File: src/rtl/hazard_unit.sv
// Pipeline hazard tracker: follows X/M/W destinations, detects load-use and
// multdiv stalls, and selects X-stage operand bypass sources.
module hazard_unit (
  input  logic       clk,
  input  logic       clr,
  input  logic [4:0] d_rs1,
  input  logic [4:0] d_rs2,
  input  logic [4:0] d_rd,
  input  logic       d_valid,
  input  logic       d_writes,
  input  logic       d_is_load,
  input  logic       flush,
  input  logic       md_start,
  input  logic       md_ready,
  output logic       stall,
  output logic [4:0] x_rd,
  output logic [4:0] m_rd,
  output logic [4:0] w_rd,
  output logic [1:0] byp_a_sel,
  output logic [1:0] byp_b_sel
);

  typedef enum logic {IDLE, MD_BUSY} state_t;

  typedef struct packed {
    logic       valid;
    logic       writes;
    logic       is_load;
    logic [4:0] rd;
    logic [4:0] rs1;
    logic [4:0] rs2;
  } x_slot_t;

  // Past X only the destination matters; load-ness and sources are never read again.
  typedef struct packed {
    logic       valid;
    logic       writes;
    logic [4:0] rd;
  } slot_t;

  state_t  state;
  x_slot_t x_q;
  slot_t   m_q;
  slot_t   w_q;
  x_slot_t dec_slot;
  logic    load_use;

  function automatic slot_t retire(input x_slot_t s);
    slot_t r;
    r.valid  = s.valid;
    r.writes = s.writes;
    r.rd     = s.rd;
    return r;
  endfunction

  function automatic logic [4:0] dest(input slot_t s);
    return (s.valid & s.writes) ? s.rd : 5'd0;
  endfunction

  // Younger producer in M wins over W; r0 is never forwarded.
  function automatic logic [1:0] bypass(input logic [4:0] rs, input slot_t m, input slot_t w);
    logic [1:0] sel;
    sel = 2'b00;
    if (rs != 5'd0) begin
      if (m.valid & m.writes & (m.rd == rs))
        sel = 2'b01;
      else if (w.valid & w.writes & (w.rd == rs))
        sel = 2'b10;
    end
    return sel;
  endfunction

  always_comb begin
    load_use = d_valid & x_q.valid & x_q.is_load & x_q.writes &
               ((x_q.rd == d_rs1) | (x_q.rd == d_rs2));
  end

  always_comb begin
    stall = (state == MD_BUSY) | load_use;
  end

  // A squashed, absent or stalled decode instruction enters X as a bubble.
  always_comb begin
    dec_slot = '0;
    if (d_valid & ~flush & ~load_use) begin
      dec_slot.valid   = 1'b1;
      dec_slot.writes  = d_writes & (d_rd != 5'd0);
      dec_slot.is_load = d_is_load;
      dec_slot.rd      = d_rd;
      dec_slot.rs1     = d_rs1;
      dec_slot.rs2     = d_rs2;
    end
  end

  always_ff @(posedge clk or posedge clr) begin
    if (clr) begin
      state <= IDLE;
      x_q   <= '0;
      m_q   <= '0;
      w_q   <= '0;
    end else begin
      case (state)
        IDLE: begin
          w_q <= m_q;
          m_q <= retire(x_q);
          x_q <= dec_slot;
          if (md_start)
            state <= MD_BUSY;
        end
        MD_BUSY: begin
          // The multdiv op stays parked in X while older work drains out.
          w_q <= m_q;
          m_q <= '0;
          if (md_ready)
            state <= IDLE;
        end
        default: state <= IDLE;
      endcase
    end
  end

  always_comb begin
    x_rd      = dest(retire(x_q));
    m_rd      = dest(m_q);
    w_rd      = dest(w_q);
    byp_a_sel = bypass(x_q.rs1, m_q, w_q);
    byp_b_sel = bypass(x_q.rs2, m_q, w_q);
  end

endmodule

File: config.mk
export PLATFORM = sky130hd
export DESIGN_NAME = hazard_unit
export DESIGN_NICKNAME = d
export VERILOG_FILES = /design/src/rtl/hazard_unit.sv
export SDC_FILE = /design/constraint.sdc
export NUM_CORES = 1
export LEC_CHECK = 0
export ABC_AREA = 1
export BUFFER_PORTS_ARGS = -buffer_cell sky130_fd_sc_hd__buf_4
export CELL_PAD_IN_SITES_DETAIL_PLACEMENT = 1
export CELL_PAD_IN_SITES_GLOBAL_PLACEMENT = 2
export CORE_MARGIN = 2
export CORE_UTILIZATION = 25
export DETAILED_ROUTE_END_ITERATION = 8
export PLACE_DENSITY_LB_ADDON = 0.1
export SLEW_MARGIN = 5
export SYNTH_ARGS = -nofsm -noshare
export SYNTH_HDL_FRONTEND = slang
export SYNTH_SLANG_ARGS = --single-unit
File: constraint.sdc
create_clock -name clk -period 2.48 [get_ports clk]
set_input_delay 0.496 -clock clk [delete_from_list [all_inputs] [get_ports clk]]
set_output_delay 0.496 -clock clk [all_outputs]
set_load 0.02 [all_outputs]
# ---- After elaboration in Yosys (flattened, before gate mapping)
# Index checks and enable logic that the tools add are counted.
dict set report classes {
  n_addsub 0
  multipliers 0
  div_mod_pow 0
  magnitude_cmp 0
  eq_ne 6
  shifts 0
  mux 14
  bitwise 19
  reduce_logical 3
}
# op count
set ops {}
lappend ops {{$eq A5 B5 Y1} 6}
lappend ops {{$mux W18} 1}
lappend ops {{$mux W5} 3}
lappend ops {{$reduce_bool A5 Y1} 3}
lappend ops {{$and A1 B1 Y1} 14}
lappend ops {{$pmux W7 S2} 1}
lappend ops {{$mux W2} 6}
lappend ops {{$not A1 Y1} 3}
lappend ops {{$mux W1} 2}
lappend ops {{$or A1 B1 Y1} 2}
lappend ops {{$pmux W1 S2} 1}
dict set report word_totals {
  regBits 33
  latchBits 0
  mem_bits_rw 0
  mem_bits_ro 0
  input_bits 23
  output_inout_bits 20
  mem_count 0
}

# ---- Longest topological paths before layout
# Gate-level depths: netlist of the first run.
dict set report depth {
  ltp_word 7
  mapped_depth 10
  ltp_nobuf 9
}

# ---- Worst setup path before layout of the first run
# Ideal clock, no wire load.
dict set report synth_timing {
  kind {reg2out}
  from {register m_q[4] in the netlist's numbering}
  to {output byp_b_sel[0]}
  arrival_ns 1.240
  required_time_ns 1.984
  path_slack_ns 0.744
  path_stages_with_launch 4
  n_path_buf 0
  cell_sequence {dfrtp_1 xor2_1 nor4_1 nor2b_1}
}
dict set report synth_between {
  elab_chain_cells 4
}
# element line_no
set synth_rtl {}
lappend synth_rtl {{start: declaration} 43} ;# slot_t m_q;
lappend synth_rtl {{start signal: assignment} 105} ;# m_q <= retire(x_q);
lappend synth_rtl {{$eq A5 B5 Y1} 65} ;# if (m.valid & m.writes & (m.rd == rs))
lappend synth_rtl {{$and A1 B1 Y1} 65}
lappend synth_rtl {{$mux W2} 65}
lappend synth_rtl {{$mux W2} 64} ;# if (rs != 5'd0) begin
lappend synth_rtl {{end: declaration} 20} ;# output logic [1:0] byp_b_sel
# No other way between the ends.

# ---- Worst setup path after layout of the first run
dict set report layout_timing {
  from {register m_q[6] in the netlist's numbering}
  to {output byp_b_sel[0]}
}
dict set report layout_between {
  elab_chain_cells 4
}
# element line_no
set layout_rtl {}
lappend layout_rtl {{$and A1 B1 Y1 (2 in a row)} 65}
lappend layout_rtl {{$mux W2} 65}
lappend layout_rtl {{$mux W2} 64}
# No other way between the ends.

==> results.cfg, run 1 <==
[die]
floorplan.io_pins = 43
die_area_sq_mm = 0.00791
die_x_um = 88.9
initial_utilization = 0.262
fp.dieH_um = 88.9
core-area_sq_mm = 0.00687
core.rowCount = 30

[logic_synthesis]
synth_fp_nets = 273
yosysSeqAreaShare = 0.458
yosysWarningCount = 0
synth-seq-cells = 33
synthCells = 250
synth_top_area_frac = 0.458
synth_largest_area_cell = dfrtp_1
synthTopCellsByArea = dfrtp_1 (46%), nand2_1 (15%), nor2_1 (8.5%)
avgSynthCellArea_sq_um = 7.21
ys_types = 22
syn_area_sq_mm = 0.00180

[placed_design]
gp_congestion = 0.823
dp_hpwl_mm = 4.03
dp_slack_ps = 524
post_dp_cell_area_sq_mm = 0.00222
portBuffers = 42

[clock_network]
numCtsBuffers = 5
hold_buffers = 0
cts_resized = 0
path_clk_slew_ps = 60
clock_latency_ps = 280
post_cts_buffers = 0
cts_tree = built
clockBufferDepth = 2
clock_sinks = 33
cts-root-buf = clkbuf_8
h-tree-depth = 2

[worst_setup_path]
critical_path_required_ps = 1980
startpoint_type = register
cp_max_fo = 7
path_class = reg2out
end_kind = primary output
worstPathArrival_ps = 1710

[sta]
rsz0062_at_grt = false
max_freq_mhz = 454
hold_ws_ps = 308
clock_skew_ps = 7.01
setup_viol = 0
slew_viol_final = 0
period_needed_ps = 2200
finalWorstSetupSlack_ps = 279
finalHoldViolCount = 0
slew_headroom = 0.712
period_share = 0.888
tns_ps = 0
worstMarginPinSlew_ps = 432

[final_layout]
antenna_cells = 0
final_layout_size_suffix_gt1_frac = 0.202
final_util = 0.336
multiInputGateArea_sq_um = 783
seq_area_sq_um = 826
final_common_cell = nand2_1
syn2layout_area_growth_pct = 28.0
fin_area_sq_mm = 0.00231
final_cell_mix = nand2_1 (72), buf_4 (46), nor2_1 (41)
fin_nets = 319
nFillCells = 880

[pwr]
powerDensity_mw_per_mm2 = 553
leakagePower_nw = 1.23
ir_worst_vdd_v = 0.000211

[detailed_routing]
vias_per_cell = 4.39
drtIter0Drc = 59
drt-wirelength-per-cell_um = 13.0
wl_mm = 5.10
dr.pass1.iters = 3
vias = 1724
drc = 0
ant_nets = 0

[global_routing]
track_usage = 0.141
grt_max_degree = 34
overflow = 0
grt_first_pass_wirelength_mm = 8.36
grt_pass1_vias = 1674
antenna_found_initial = 0

[hold_path]
min_path_type = in2async

[flow_run]
cap_violations = 0

[status]
status = finished clean
[cells by family after synthesis]
logic type / share of synthesized area
flops: 0.458
xor+xnor: 0.0340
compound gates: 0.0486
buf+inv: 0.108
simple gates: 0.352
[synth_stat cells]
cell      count
o21ai_0       5
buf_2         2
nor3_1        5
inv_1        35
a211oi_1      1
nor2b_1       1
nor4_1        1
o22ai_1       6
nand2_2       1
buf_6         2
xnor2_1       4
a21oi_1       2
inv_2         5
xor2_1        3
nand4_1      20
clkbuf_1      3
nand2_4       1
nand3_1       6
nand2_1      72
o211ai_1      1
nor2_1       41
dfrtp_1      33
[state kept, by name, summed over array words and instances, names as in the netlist]
name,count
x_q,18
state,1
w_q,7
m_q,7
[report_power, final]
group          internal, W  switching (W)
clock network     0.000194       0.000193
registers         0.000584      0.0000479
logic            0.0000998       0.000156
[final timing paths]
kind	depth (start not counted)	slack (ps)	start	to
worst max-delay path	6	280	m_q[6]	byp_b_sel[0]
worst min-delay path	3	310	clr	m_q[5]
worst min register to register	0	380	m_q[6]	w_q[6]
max in group asynchronous	3	1860	clr	w_q[1]
worst max register to register	9	1130	x_q[14]	x_q[17]
min in group clk	0	380	m_q[6]	w_q[6]
[critical path, cell delays in order (launching register included)]
cell	delay, ps
dfrtp_1	340
nand2_1	170
a21oi_1	160
nand4_1	100
nor4_1	320
nor2b_1	190
buf_4	150
[layer usage]
layer | global-route usage | vias to the layer above | wire length, um
li1 | - | 876 | -
met3 | 0.0314 | 5 | 200
met1 | 0.174 | 812 | 2320
met2 | 0.245 | 31 | 2520
met5 | 0 | - | 0
met4 | 0.0455 | 0 | 61
[cell type report]
class / count / share of cell area
clock buffer: 6 / 0.0315
clock inverter: 2 / 0.00434
inverter: 40 / 0.0651
multi-input combinational: 170 / 0.339
sequential: 33 / 0.358
tap: 96 / 0.0521
timing repair buffer: 46 / 0.150
[through the flow]
stage	instances	power (W)
5_1_grt	393	0.00136
3_5_place_dp	385	0.000906
6_report	393	0.00128
2_1_floorplan	250	0.000802
4_1_cts	393	0.00130
3_3_place_gp	385	0.000903
No activity file was read; power rests on OpenSTA's default activity.
==> inputs of run 2 (changes only) <==
--- a/config.mk
+++ b/config.mk
@@ -5,14 +5,15 @@
 export SDC_FILE = /design/constraint.sdc
 export NUM_CORES = 1
 export LEC_CHECK = 0
-export ABC_AREA = 1
 export BUFFER_PORTS_ARGS = -buffer_cell sky130_fd_sc_hd__buf_4
 export CELL_PAD_IN_SITES_DETAIL_PLACEMENT = 1
 export CELL_PAD_IN_SITES_GLOBAL_PLACEMENT = 2
 export CORE_MARGIN = 2
 export CORE_UTILIZATION = 25
+export CTS_BUF_LIST = sky130_fd_sc_hd__clkbuf_4 sky130_fd_sc_hd__clkbuf_8
 export DETAILED_ROUTE_END_ITERATION = 8
 export PLACE_DENSITY_LB_ADDON = 0.1
+export SKIP_LAST_GASP = 1
 export SLEW_MARGIN = 5
 export SYNTH_ARGS = -nofsm -noshare
 export SYNTH_HDL_FRONTEND = slang
==> run 2 against run 1 <==
Effect of this change: first-iteration DRC count fell by 53%; clock skew is 0.60 ps lower; critical path type unchanged; largest power group unchanged; critical path depth down 1; wire length is 14% lower; global-route usage shrank 0.79 points; non-clock buffer count unchanged; via count decreased by 27%.
==> results.cfg, run 2 <==
[sta]
period_share = 0.931
finalWorstSetupSlack_ps = 172
period_needed_ps = 2310
max_freq_mhz = 433
worstMarginPinSlew_ps = 461
tns_ps = 0
finalHoldViolCount = 0
slew_headroom = 0.690
setup_viol = 0
clock_skew_ps = 6.41
rsz0062_at_grt = false
slew_viol_final = 0

[final_layout]
nFillCells = 732
regMostFlops = x_q
top_regs = x_q: 18 flops, m_q: 7 flops, w_q: 7 flops
syn2layout_area_growth_pct = 33.3
seq_area_sq_um = 826
largest_reg_flops = 18
fin_nets = 215
final_layout_size_suffix_gt1_frac = 0.337
final_common_cell = buf_4
multiInputGateArea_sq_um = 754
antenna_cells = 0
final_cell_mix = buf_4 (46), dfrtp_1 (33), xnor2_1 (16)

[clock_network]
numCtsBuffers = 5
cts-root-buf = clkbuf_8
clock_latency_ps = 280
h-tree-depth = 2
post_cts_buffers = 0
clock_sinks = 33
clockBufferDepth = 2
hold_buffers = 0
cts_resized = 0
path_clk_slew_ps = 70
cts_tree = built

[logic_synthesis]
synth_top_area_frac = 0.509
synth-adder-area-share = 0
synth_largest_area_cell = dfrtp_1
synth_top_family_by_area = simple AND/OR/NAND/NOR gates
synth_fp_nets = 166
ys_types = 29
synth_edf_count = 0
syn_area_sq_mm = 0.00162
synth_common_cells = dfrtp_1 (33), xnor2_1 (16), and3_1 (13)
synthTopCellsByArea = dfrtp_1 (51%), xnor2_1 (8.6%), a22o_2 (5.6%)
async_flop_share = 1.00
synth-compound-area-share = 0.127
yosysWarningCount = 0
muxShareOfSynthArea = 0.00617
yosysSeqAreaShare = 0.509
synthCells = 143
synth.most_common_cell = dfrtp_1
synthSimpleGateAreaFrac = 0.192
synth-seq-cells = 33
synth_xor_area_frac = 0.140
avgSynthCellArea_sq_um = 11.3
synth_ff_type = dfrtp_1

[detailed_routing]
vias_per_cell = 4.67
drt-wirelength-per-cell_um = 16.3
ant_nets = 0
drc = 0
wl_mm = 4.41
drtIter0Drc = 28
vias = 1262
dr.pass1.iters = 4

[worst_setup_path]
ff2ff_setup_slack_ps = 650
r2r-end = x_q[16]
crit_chain = or4_1, nor2_1, or4_1, nor3_1, buf_4
reg2regPathDepth = 6
slowest_stage = or4_1
cpMostUsedCell = or4_1
startpoint_type = register
critical_path_required_ps = 1980
cp_max_fo = 5
path_class = reg2out
cpPeakStageDelay_ps = 520
worstPathArrival_ps = 1810
end_kind = primary output
reg2reg_from = x_q[17]

[die]
die_x_um = 84.5
die_area_sq_mm = 0.00715
core-area_sq_mm = 0.00631
initial_utilization = 0.257
floorplan.io_pins = 43
fp.dieH_um = 84.5
core.rowCount = 29

[global_routing]
antenna_found_initial = 0
track_usage = 0.133
grt_first_pass_wirelength_mm = 7.51
grt_pass1_vias = 1377
grt_max_degree = 34
overflow = 0

[placed_design]
dp_hpwl_mm = 3.48
dp_slack_ps = 385
gp_congestion = 0.725
portBuffers = 42

[pwr]
ir_worst_vdd_v = 0.000256
leakagePower_nw = 1.08
powerDensity_mw_per_mm2 = 625

[hold_path]
min_path_type = in2async

[status]
status = finished clean

[flow_run]
cap_violations = 0
[run 2: changes by cell type after synthesis, sizes merged, moves of 7 or more]
cell   change
nand2     -71
inv       -35
nor2      -34
nand4     -17
a22o      +16
and3      +14
xnor2     +12
xor2       +7
[run 2: kinds of logic after synthesis]
kind of cell	after synthesis
AND/OR/NAND/NOR	51
flip-flops	33
XOR/XNOR	26
AO/OA/AOI/OAI	23
buffers and inverters	9
multiplexers	1
[run 2: worst max-delay path by stage]
stage / from / to / slack, ps / cells past startpoint
6_report: x_q[6] / byp_a_sel[1] / 170 / 5
5_1_grt: x_q[17] / stall / 50 / 5
4_1_cts: x_q[6] / byp_a_sel[1] / 150 / 5
3_5_place_dp: d_valid / stall / 390 / 6
3_3_place_gp: d_valid / stall / 390 / 6
2_1_floorplan: x_q[6] / byp_a_sel[1] / 430 / 4
[run 2: worst max-delay path: cells and delay by family, from the launching register on]
| family | cells | cell delay, ps |
|---|---|---|
| simple gates | 4 | 900 |
| flops | 1 | 460 |
| buf+inv | 1 | 170 |
[run 2: layout make-up]
type,instances,area share
clock inverter,1,0.0139
clock buffer,7,0.0417
inverter,5,0.00869
sequential,33,0.382
multi-input combinational,101,0.349
tap,77,0.0446
timing repair buffer,46,0.160
[run 2: through the flow]
step	instance area, sq um	cells	total power, W	utilization	hold slack (ps)
floorplan	1620	143	0.000750	-	415
global placement	2040	262	0.000831	0.323	447
detailed placement	2040	262	0.000836	0.323	462
CTS	2160	270	0.00137	0.342	327
global route	2160	270	0.00143	0.342	339
finish	2160	270	0.00135	0.342	312
[run 2: power by group]
part / internal (W) / leakage [nW] / switching (W) / total (W)
sequential: 0.000575 / 0.446 / 0.0000600 / 0.000635
clock: 0.000338 / 0.0619 / 0.000193 / 0.000531
combinational: 0.000102 / 0.572 / 0.0000835 / 0.000186
total: 0.00102 / 1.08 / 0.000336 / 0.00135
[run 2: routing by layer]
metal,GRT usage,vias up,wire length [um]
met3,0.0295,4,194
met5,0,-,0
met1,0.174,613,2020
met2,0.220,32,2160
met4,0.0433,0,37
li1,-,613,-
